### config.mk
export PLATFORM = sky130hd
export DESIGN_NAME = regfile_sb_flat
export DESIGN_NICKNAME = d
export VERILOG_FILES = /design/src/rtl/regfile_sb_if.sv /design/src/rtl/regfile_sb.sv /design/src/flat_wrapper.sv
export SDC_FILE = /design/constraint.sdc
export NUM_CORES = 2
export LEC_CHECK = 0
export BUFFER_PORTS_ARGS = -buffer_cell sky130_fd_sc_hd__buf_2
export CAP_MARGIN = 40
export CORE_AREA = 2 2 502 504
export DETAILED_ROUTE_END_ITERATION = 8
export DIE_AREA = 0 0 504 506
export PLACE_DENSITY = 0.34
export SYNTH_ARGS = -nofsm -noshare
export SYNTH_HDL_FRONTEND = slang
export SYNTH_SLANG_ARGS = --single-unit
### constraint.sdc
create_clock -name clk -period 60.1 [get_ports clk]
set_clock_uncertainty 0.15 [all_clocks]
set_input_delay 18.03 -clock clk [delete_from_list [all_inputs] [get_ports clk]]
set_output_delay 18.03 -clock clk [all_outputs]
set_load 0.05 [all_outputs]
### src/rtl/regfile_sb_if.sv
// Bundle for regfile_sb: operand reads, issue request, writeback and scoreboard status.
// master = decode/issue/writeback side, slave = register file.
interface regfile_sb_if #(
  parameter int XLEN  = 32,
  parameter int NREGS = 32,
  parameter int AW    = $clog2(NREGS)
);
  logic [AW-1:0]   rs1, rs2;
  logic [XLEN-1:0] rdata1, rdata2;
  logic            iss_valid, iss_use1, iss_use2, iss_wen;
  logic [AW-1:0]   iss_rd;
  logic            iss_ready;
  logic            wb_valid;
  logic [AW-1:0]   wb_rd;
  logic [XLEN-1:0] wb_data;
  logic            flush;
  logic [AW:0]     busy_cnt;
  logic            wb_err;

  modport master (
    output rs1, rs2, iss_valid, iss_use1, iss_use2, iss_wen, iss_rd,
           wb_valid, wb_rd, wb_data, flush,
    input  rdata1, rdata2, iss_ready, busy_cnt, wb_err
  );
  modport slave (
    input  rs1, rs2, iss_valid, iss_use1, iss_use2, iss_wen, iss_rd,
           wb_valid, wb_rd, wb_data, flush,
    output rdata1, rdata2, iss_ready, busy_cnt, wb_err
  );
endinterface

### src/rtl/regfile_sb.sv
// 2R1W integer register file with per-register busy scoreboard for RAW/WAW issue gating.
// Define REGFILE_SB_BYPASS_EN for same-cycle writeback forwarding to reads and hazard checks.
module regfile_sb_entry #(
  parameter int              XLEN      = 32,
  parameter logic [XLEN-1:0] RESET_VAL = '0
) (
  input  logic            clk,
  input  logic            rst,
  input  logic            we,
  input  logic [XLEN-1:0] wdata,
  input  logic            set,
  input  logic            clr,
  input  logic            flush,
  output logic [XLEN-1:0] q,
  output logic            busy
);
  always_ff @(posedge clk or posedge rst) begin
    if (rst)     q <= RESET_VAL;
    else if (we) q <= wdata;
  end

  // flush beats set, set beats writeback clear
  always_ff @(posedge clk or posedge rst) begin
    if (rst)        busy <= 1'b0;
    else if (flush) busy <= 1'b0;
    else if (set)   busy <= 1'b1;
    else if (clr)   busy <= 1'b0;
  end
endmodule

module regfile_sb #(
  parameter int              XLEN      = 32,
  parameter int              NREGS     = 32,
  parameter int              AW        = $clog2(NREGS),
  parameter int              ZERO_REG  = 1,
  parameter logic [XLEN-1:0] RESET_VAL = '0
) (
  input logic         clk,
  input logic         rst,
  regfile_sb_if.slave bus
);
  logic [NREGS-1:0][XLEN-1:0] regs;
  logic [NREGS-1:0]           busy;
  logic                       fwd1, fwd2, wb_hit_rd;
  logic                       raw1, raw2, waw;
  logic                       iss_set, wb_we, cnt_inc, cnt_dec;
  logic [AW:0]                cnt_q;
  logic                       err_q;

  function automatic logic is_zero(input logic [AW-1:0] idx);
    return (ZERO_REG != 0) && (idx == '0);
  endfunction

`ifdef REGFILE_SB_BYPASS_EN
  assign fwd1      = bus.wb_valid && (bus.wb_rd == bus.rs1);
  assign fwd2      = bus.wb_valid && (bus.wb_rd == bus.rs2);
  assign wb_hit_rd = bus.wb_valid && (bus.wb_rd == bus.iss_rd);
`else
  assign fwd1      = 1'b0;
  assign fwd2      = 1'b0;
  assign wb_hit_rd = 1'b0;
`endif

  assign bus.rdata1 = is_zero(bus.rs1) ? '0 : fwd1 ? bus.wb_data : regs[bus.rs1];
  assign bus.rdata2 = is_zero(bus.rs2) ? '0 : fwd2 ? bus.wb_data : regs[bus.rs2];

  // busy[0] never sets under ZERO_REG, so no explicit zero masking is needed here
  assign raw1          = bus.iss_use1 && busy[bus.rs1] && !fwd1;
  assign raw2          = bus.iss_use2 && busy[bus.rs2] && !fwd2;
  assign waw           = bus.iss_wen && busy[bus.iss_rd] && !wb_hit_rd;
  assign bus.iss_ready = !raw1 && !raw2 && !waw && !bus.flush;

  assign iss_set = bus.iss_valid && bus.iss_ready && bus.iss_wen && !is_zero(bus.iss_rd);
  assign wb_we   = bus.wb_valid && !is_zero(bus.wb_rd);

  genvar i;
  generate
    for (i = 0; i < NREGS; i++) begin : gen_entry
      regfile_sb_entry #(.XLEN(XLEN), .RESET_VAL(RESET_VAL)) u_entry (
        .clk   (clk),
        .rst   (rst),
        .we    (wb_we && (bus.wb_rd == AW'(i))),
        .wdata (bus.wb_data),
        .set   (iss_set && (bus.iss_rd == AW'(i))),
        .clr   (wb_we && (bus.wb_rd == AW'(i))),
        .flush (bus.flush),
        .q     (regs[i]),
        .busy  (busy[i])
      );
    end
  endgenerate

  // Count only real transitions: an already-busy set or a set-wins clear is net zero
  assign cnt_inc = iss_set && !busy[bus.iss_rd];
  assign cnt_dec = wb_we && busy[bus.wb_rd] && !(iss_set && (bus.iss_rd == bus.wb_rd));

  always_ff @(posedge clk or posedge rst) begin
    if (rst)            cnt_q <= '0;
    else if (bus.flush) cnt_q <= '0;
    else                cnt_q <= cnt_q + (AW+1)'(cnt_inc) - (AW+1)'(cnt_dec);
  end

  always_ff @(posedge clk or posedge rst) begin
    if (rst)                         err_q <= 1'b0;
    else if (wb_we && !busy[bus.wb_rd]) err_q <= 1'b1;
  end

  assign bus.busy_cnt = cnt_q;
  assign bus.wb_err   = err_q;
endmodule

### src/flat_wrapper.sv
// flat-port wrapper written by rule: the top's interface ports become plain ports
module regfile_sb_flat 
#(
  parameter int              XLEN      = 32,
  parameter int              NREGS     = 32,
  parameter int              AW        = $clog2(NREGS),
  parameter int              ZERO_REG  = 1,
  parameter logic [XLEN-1:0] RESET_VAL = '0
)
  (clk, rst, bus_rs1, bus_rs2, bus_iss_valid, bus_iss_use1, bus_iss_use2, bus_iss_wen, bus_iss_rd, bus_wb_valid, bus_wb_rd, bus_wb_data, bus_flush, bus_rdata1, bus_rdata2, bus_iss_ready, bus_busy_cnt, bus_wb_err);
  regfile_sb_if #(.XLEN(XLEN), .NREGS(NREGS), .AW(AW)) bus_i ();
  input logic clk;
  input logic rst;
  input wire logic [$bits(bus_i.rs1)-1:0] bus_rs1;
  input wire logic [$bits(bus_i.rs2)-1:0] bus_rs2;
  input wire logic [$bits(bus_i.iss_valid)-1:0] bus_iss_valid;
  input wire logic [$bits(bus_i.iss_use1)-1:0] bus_iss_use1;
  input wire logic [$bits(bus_i.iss_use2)-1:0] bus_iss_use2;
  input wire logic [$bits(bus_i.iss_wen)-1:0] bus_iss_wen;
  input wire logic [$bits(bus_i.iss_rd)-1:0] bus_iss_rd;
  input wire logic [$bits(bus_i.wb_valid)-1:0] bus_wb_valid;
  input wire logic [$bits(bus_i.wb_rd)-1:0] bus_wb_rd;
  input wire logic [$bits(bus_i.wb_data)-1:0] bus_wb_data;
  input wire logic [$bits(bus_i.flush)-1:0] bus_flush;
  output wire logic [$bits(bus_i.rdata1)-1:0] bus_rdata1;
  output wire logic [$bits(bus_i.rdata2)-1:0] bus_rdata2;
  output wire logic [$bits(bus_i.iss_ready)-1:0] bus_iss_ready;
  output wire logic [$bits(bus_i.busy_cnt)-1:0] bus_busy_cnt;
  output wire logic [$bits(bus_i.wb_err)-1:0] bus_wb_err;
  assign bus_i.rs1 = bus_rs1;
  assign bus_i.rs2 = bus_rs2;
  assign bus_i.iss_valid = bus_iss_valid;
  assign bus_i.iss_use1 = bus_iss_use1;
  assign bus_i.iss_use2 = bus_iss_use2;
  assign bus_i.iss_wen = bus_iss_wen;
  assign bus_i.iss_rd = bus_iss_rd;
  assign bus_i.wb_valid = bus_wb_valid;
  assign bus_i.wb_rd = bus_wb_rd;
  assign bus_i.wb_data = bus_wb_data;
  assign bus_i.flush = bus_flush;
  assign bus_rdata1 = bus_i.rdata1;
  assign bus_rdata2 = bus_i.rdata2;
  assign bus_iss_ready = bus_i.iss_ready;
  assign bus_busy_cnt = bus_i.busy_cnt;
  assign bus_wb_err = bus_i.wb_err;
  regfile_sb #(.XLEN(XLEN), .NREGS(NREGS), .AW(AW), .ZERO_REG(ZERO_REG), .RESET_VAL(RESET_VAL)) u_core (.clk(clk), .rst(rst), .bus(bus_i));
endmodule
==> metrics.md <==
| Metric | Value |
|---|---|
| Status | `complete, no violations` |
| CP Max Fanout | `63` |
| Vias per cell | `4.88` |
| PwrDens | `34.1 nW/µm²` |
| Critical path arrival | `22.60 ns` |
| Critical Path Slowest Stage Cell | `buf_4` |
| Layout Utilization | `0.267` |
| # H-tree levels | `4` |
| Dominant cells by area after synthesis | `dfrtp_1, mux4_2, mux2_2, clkbuf_1, mux2i_1` |
| Seq cells post-synth | `1063` |
| Setup violators final | `0` |
| Number of max-cap violations | `0` |
| Synth area leader | `dfrtp_1` |
| Most used cell, CP | `buf_4` |
| Hpwl dp | `between 100000 and 150000 µm` |
| Synth top area share | `0.466` |
| Die W | `504 µm` |
| Slew Viols, Final | `0` |
| Sum Neg Setup Slack | `0 ns` |
| Final Hold Viols | `0` |
| Die area | `255000 µm²` |
| Core ar. | `250000 µm²` |
| Layout cell share with drive strength beyond 1 | `0.605` |
| Largest net degree at the start of global routing | `150` |
| Worst hold-check path type | `flip-flop to flip-flop` |
| Die Ht | `506 µm` |
| Via count | `around 34000` |
| Fmax achieved | `0.0245 GHz` |
| Post-synth top flop | `dfrtp_1` |
| Mapped Cells | `3527` |
| DRC viols | `0` |
| Total Nets Final | `3574` |
| Clock root buffer | `clkbuf_16` |
| Flop pwr share | `0.414` |
| CP Cell Sequence | `buf_8 -> buf_4 -> buf_4 -> buf_4 -> mux4_2 -> mux4_2 -> mux2i_1 -> nor2_1 -> buf_2` |
| Total Routing Usage GR | `0.167` |
| Switch Pwr | `657 µW` |
| Peak VDD IR | `0.0296 mV` |
| Static Leak | `27.7 nW` |
| Initial antenna violation count | `16` |
| YS warnings | `0` |
| Logic pwr share | `0.215` |
| Initial core utilization | `0.228` |
| Antenna-violating nets left | `0` |
| Worst-Skew Late Latency | `0.79 ns` |
| Max-slew headroom | `0.337` |
| Synth cell types | `48` |
| Cell Rows | `~180` |
| Final worst path period need | `40.78 ns` |
| Syn Area/Cell | `roughly 16 µm²` |
| Net Count, Synth | `3594` |
| Switching share of power | `0.288` |
| Clock transition at path regs | `0.05 ns` |
| Cts bufs inserted | `138` |
| Post-route design area | `66700 µm²` |
| Async SR Flop Fraction | `1.00` |
| Actual slew at the worst max-slew pin | `0.994 ns` |
| Req. time, crit path | `41.92 ns` |
| Resized Gates After CTS | `0` |
| First-pass GRT wire length | `304000 µm` |
| CP max stage delay | `0.73 ns` |
| GP Congestion | `0.706` |
| Number of setup buffers added after CTS | `0` |
| Number of fill cells | `about 25000` |
| RSZ-0062 raised after global routing | `false` |
| Vias in the first global route | `36318` |
| Num ports | `132` |
| Hold WS | `0.241 ns` |
| EDFF count, synth | `0` |
| Drt wl/cell | `between 30 and 40 µm` |
| Crit end category | `output pin` |
| GRT overflow | `0` |
| Post-synthesis sequential area ratio | `0.466` |
| Area post-placement | `62200 µm²` |
| CTS Hold Buffers Added | `0` |
| Period Utilization, post-route | `0.679` |
| Internal power | `1.62 mW` |
| Syn Std Cell Area | `57100 µm²` |
| CTS tree | `done` |
| Clock buffer depth | `3` |
| Clock Sinks | `~1100` |
| IO Port Bufs | `131` |
| Detailed Routing Iterations Pass 1 | `5` |
| Total Wirelength | `213000 µm` |
| Synthesis-to-finish area growth | `16.9%` |
| Startpoint types | `input port` |
| Starting DRT DRC Count | `1933` |
| Clock share of power | `0.372` |
| Worst setup path class | `input port to output pin` |
==> final timing paths <==
path / slack [ns] / from / end / cells after the start
min in group asynchronous: 17.22 / rst / u_core.gen_entry[10].u_entry.q[6] / 2
min reg2reg: 0.24 / u_core.gen_entry[0].u_entry.q[8] / u_core.gen_entry[0].u_entry.q[8] / 0
max: 19.32 / bus_rs2[0] / bus_rdata2[21] / 9
max reg2reg: 56.23 / u_core.gen_entry[29].u_entry.busy / u_core.bus.busy_cnt[5] / 14
max in group asynchronous: 39.87 / rst / u_core.gen_entry[3].u_entry.q[29] / 6
min: 0.24 / u_core.gen_entry[0].u_entry.q[8] / u_core.gen_entry[0].u_entry.q[8] / 0
==> power by group through the flow <==
stage                     clock, mW  sequential (mW)  combinational, mW
after floorplan                   0            0.924              0.384
after global placement            0            0.953              0.490
after detailed placement          0            0.953              0.498
after CTS                     0.880            0.941              0.499
after global routing          0.907            0.961              0.524
final                         0.847            0.942              0.489
==> cell usage in the layout, fill, tap and decap left out, types with 10 or more instances in the layout <==
master	count
buf_12	14
buf_16	24
buf_2	123
buf_4	90
clkbuf_1	39
clkbuf_16	145
clkbuf_8	29
clkinv_2	22
dfrtp_1	1063
inv_1	12
mux2_2	1000
mux2i_1	73
mux4_2	667
nand3b_1	15
nand4_1	27
nor2_1	81
nor2_4	10
nor2b_1	16
o21ai_0	32
or3b_2	16
==> synthesized netlist by cell type, types with 3 or more instances <==
library cell / instances
nor4_1: 3
mux2_2: 1000
nor3_1: 4
or3_1: 4
clkbuf_1: 290
a21oi_1: 3
nand4b_1: 4
nor2b_1: 16
nand3b_1: 15
o21ai_0: 32
nand2b_1: 4
or3b_2: 16
mux4_2: 667
nand3_1: 10
nand2_1: 16
nand4_1: 27
and3_1: 3
nor2_1: 91
inv_1: 13
mux2i_1: 73
nor3b_1: 6
xnor2_1: 3
buf_1: 66
ha_1: 6
buf_2: 62
dfrtp_1: 1063
and3b_1: 3
mux4_1: 3
==> layout make-up <==
type	instances	area [µm²]	area share
clock buffer	212	4160	0.0623
clock inverter	36	384	0.00576
timing repair buffer	258	2330	0.0349
tap	3348	4190	0.0628
inverter	14	65.1	0.000975
sequential	1063	26600	0.399
antenna	2	5.00	0.0000750
multi-input combinational	2032	29000	0.435
==> layer usage <==
metal  track usage  wire length [µm]  vias up
met5             0                22        -
met4        0.0359              4010        4
met3        0.0223              6110      229
met2         0.261             98200      601
met1         0.246            105000    19342
li1              -                 -    13808
==> logic make-up after synthesis <==
group                      Yosys count  synth area share
AOI/OAI and AO/OA                   51           0.00561
xor gates and xnor gates             5          0.000767
buffers and inverters              432            0.0298
muxes                             1743             0.475
and+or+nand+nor                    226            0.0213
DFF                               1063             0.466
adders and majority gates            7           0.00167
==> sequential cells by signal, summed over array words and instances (netlist names) <==
register and cells:
u_core.bus.busy_cnt 6, u_core.bus.wb_err 1, u_core.gen_entry.u_entry.busy 32, u_core.gen_entry.u_entry.q 1024
==> critical path, delay by kind of cell <==
family / cells / cell delay [ns]
buf+inv: 5 / 2.79
mux: 3 / 1.57
simple gates: 1 / 0.08
==> per-stage QoR <==
step	instances	worst slack, ns	power, mW
finish	6965	19.32	2.28
global route	6964	18.90	2.39
CTS	6963	19.07	2.32
detailed placement	6715	19.08	1.45
global placement	6677	18.74	1.44
floorplan	3527	12.00	1.31
(Power assumes the default switching activity.)
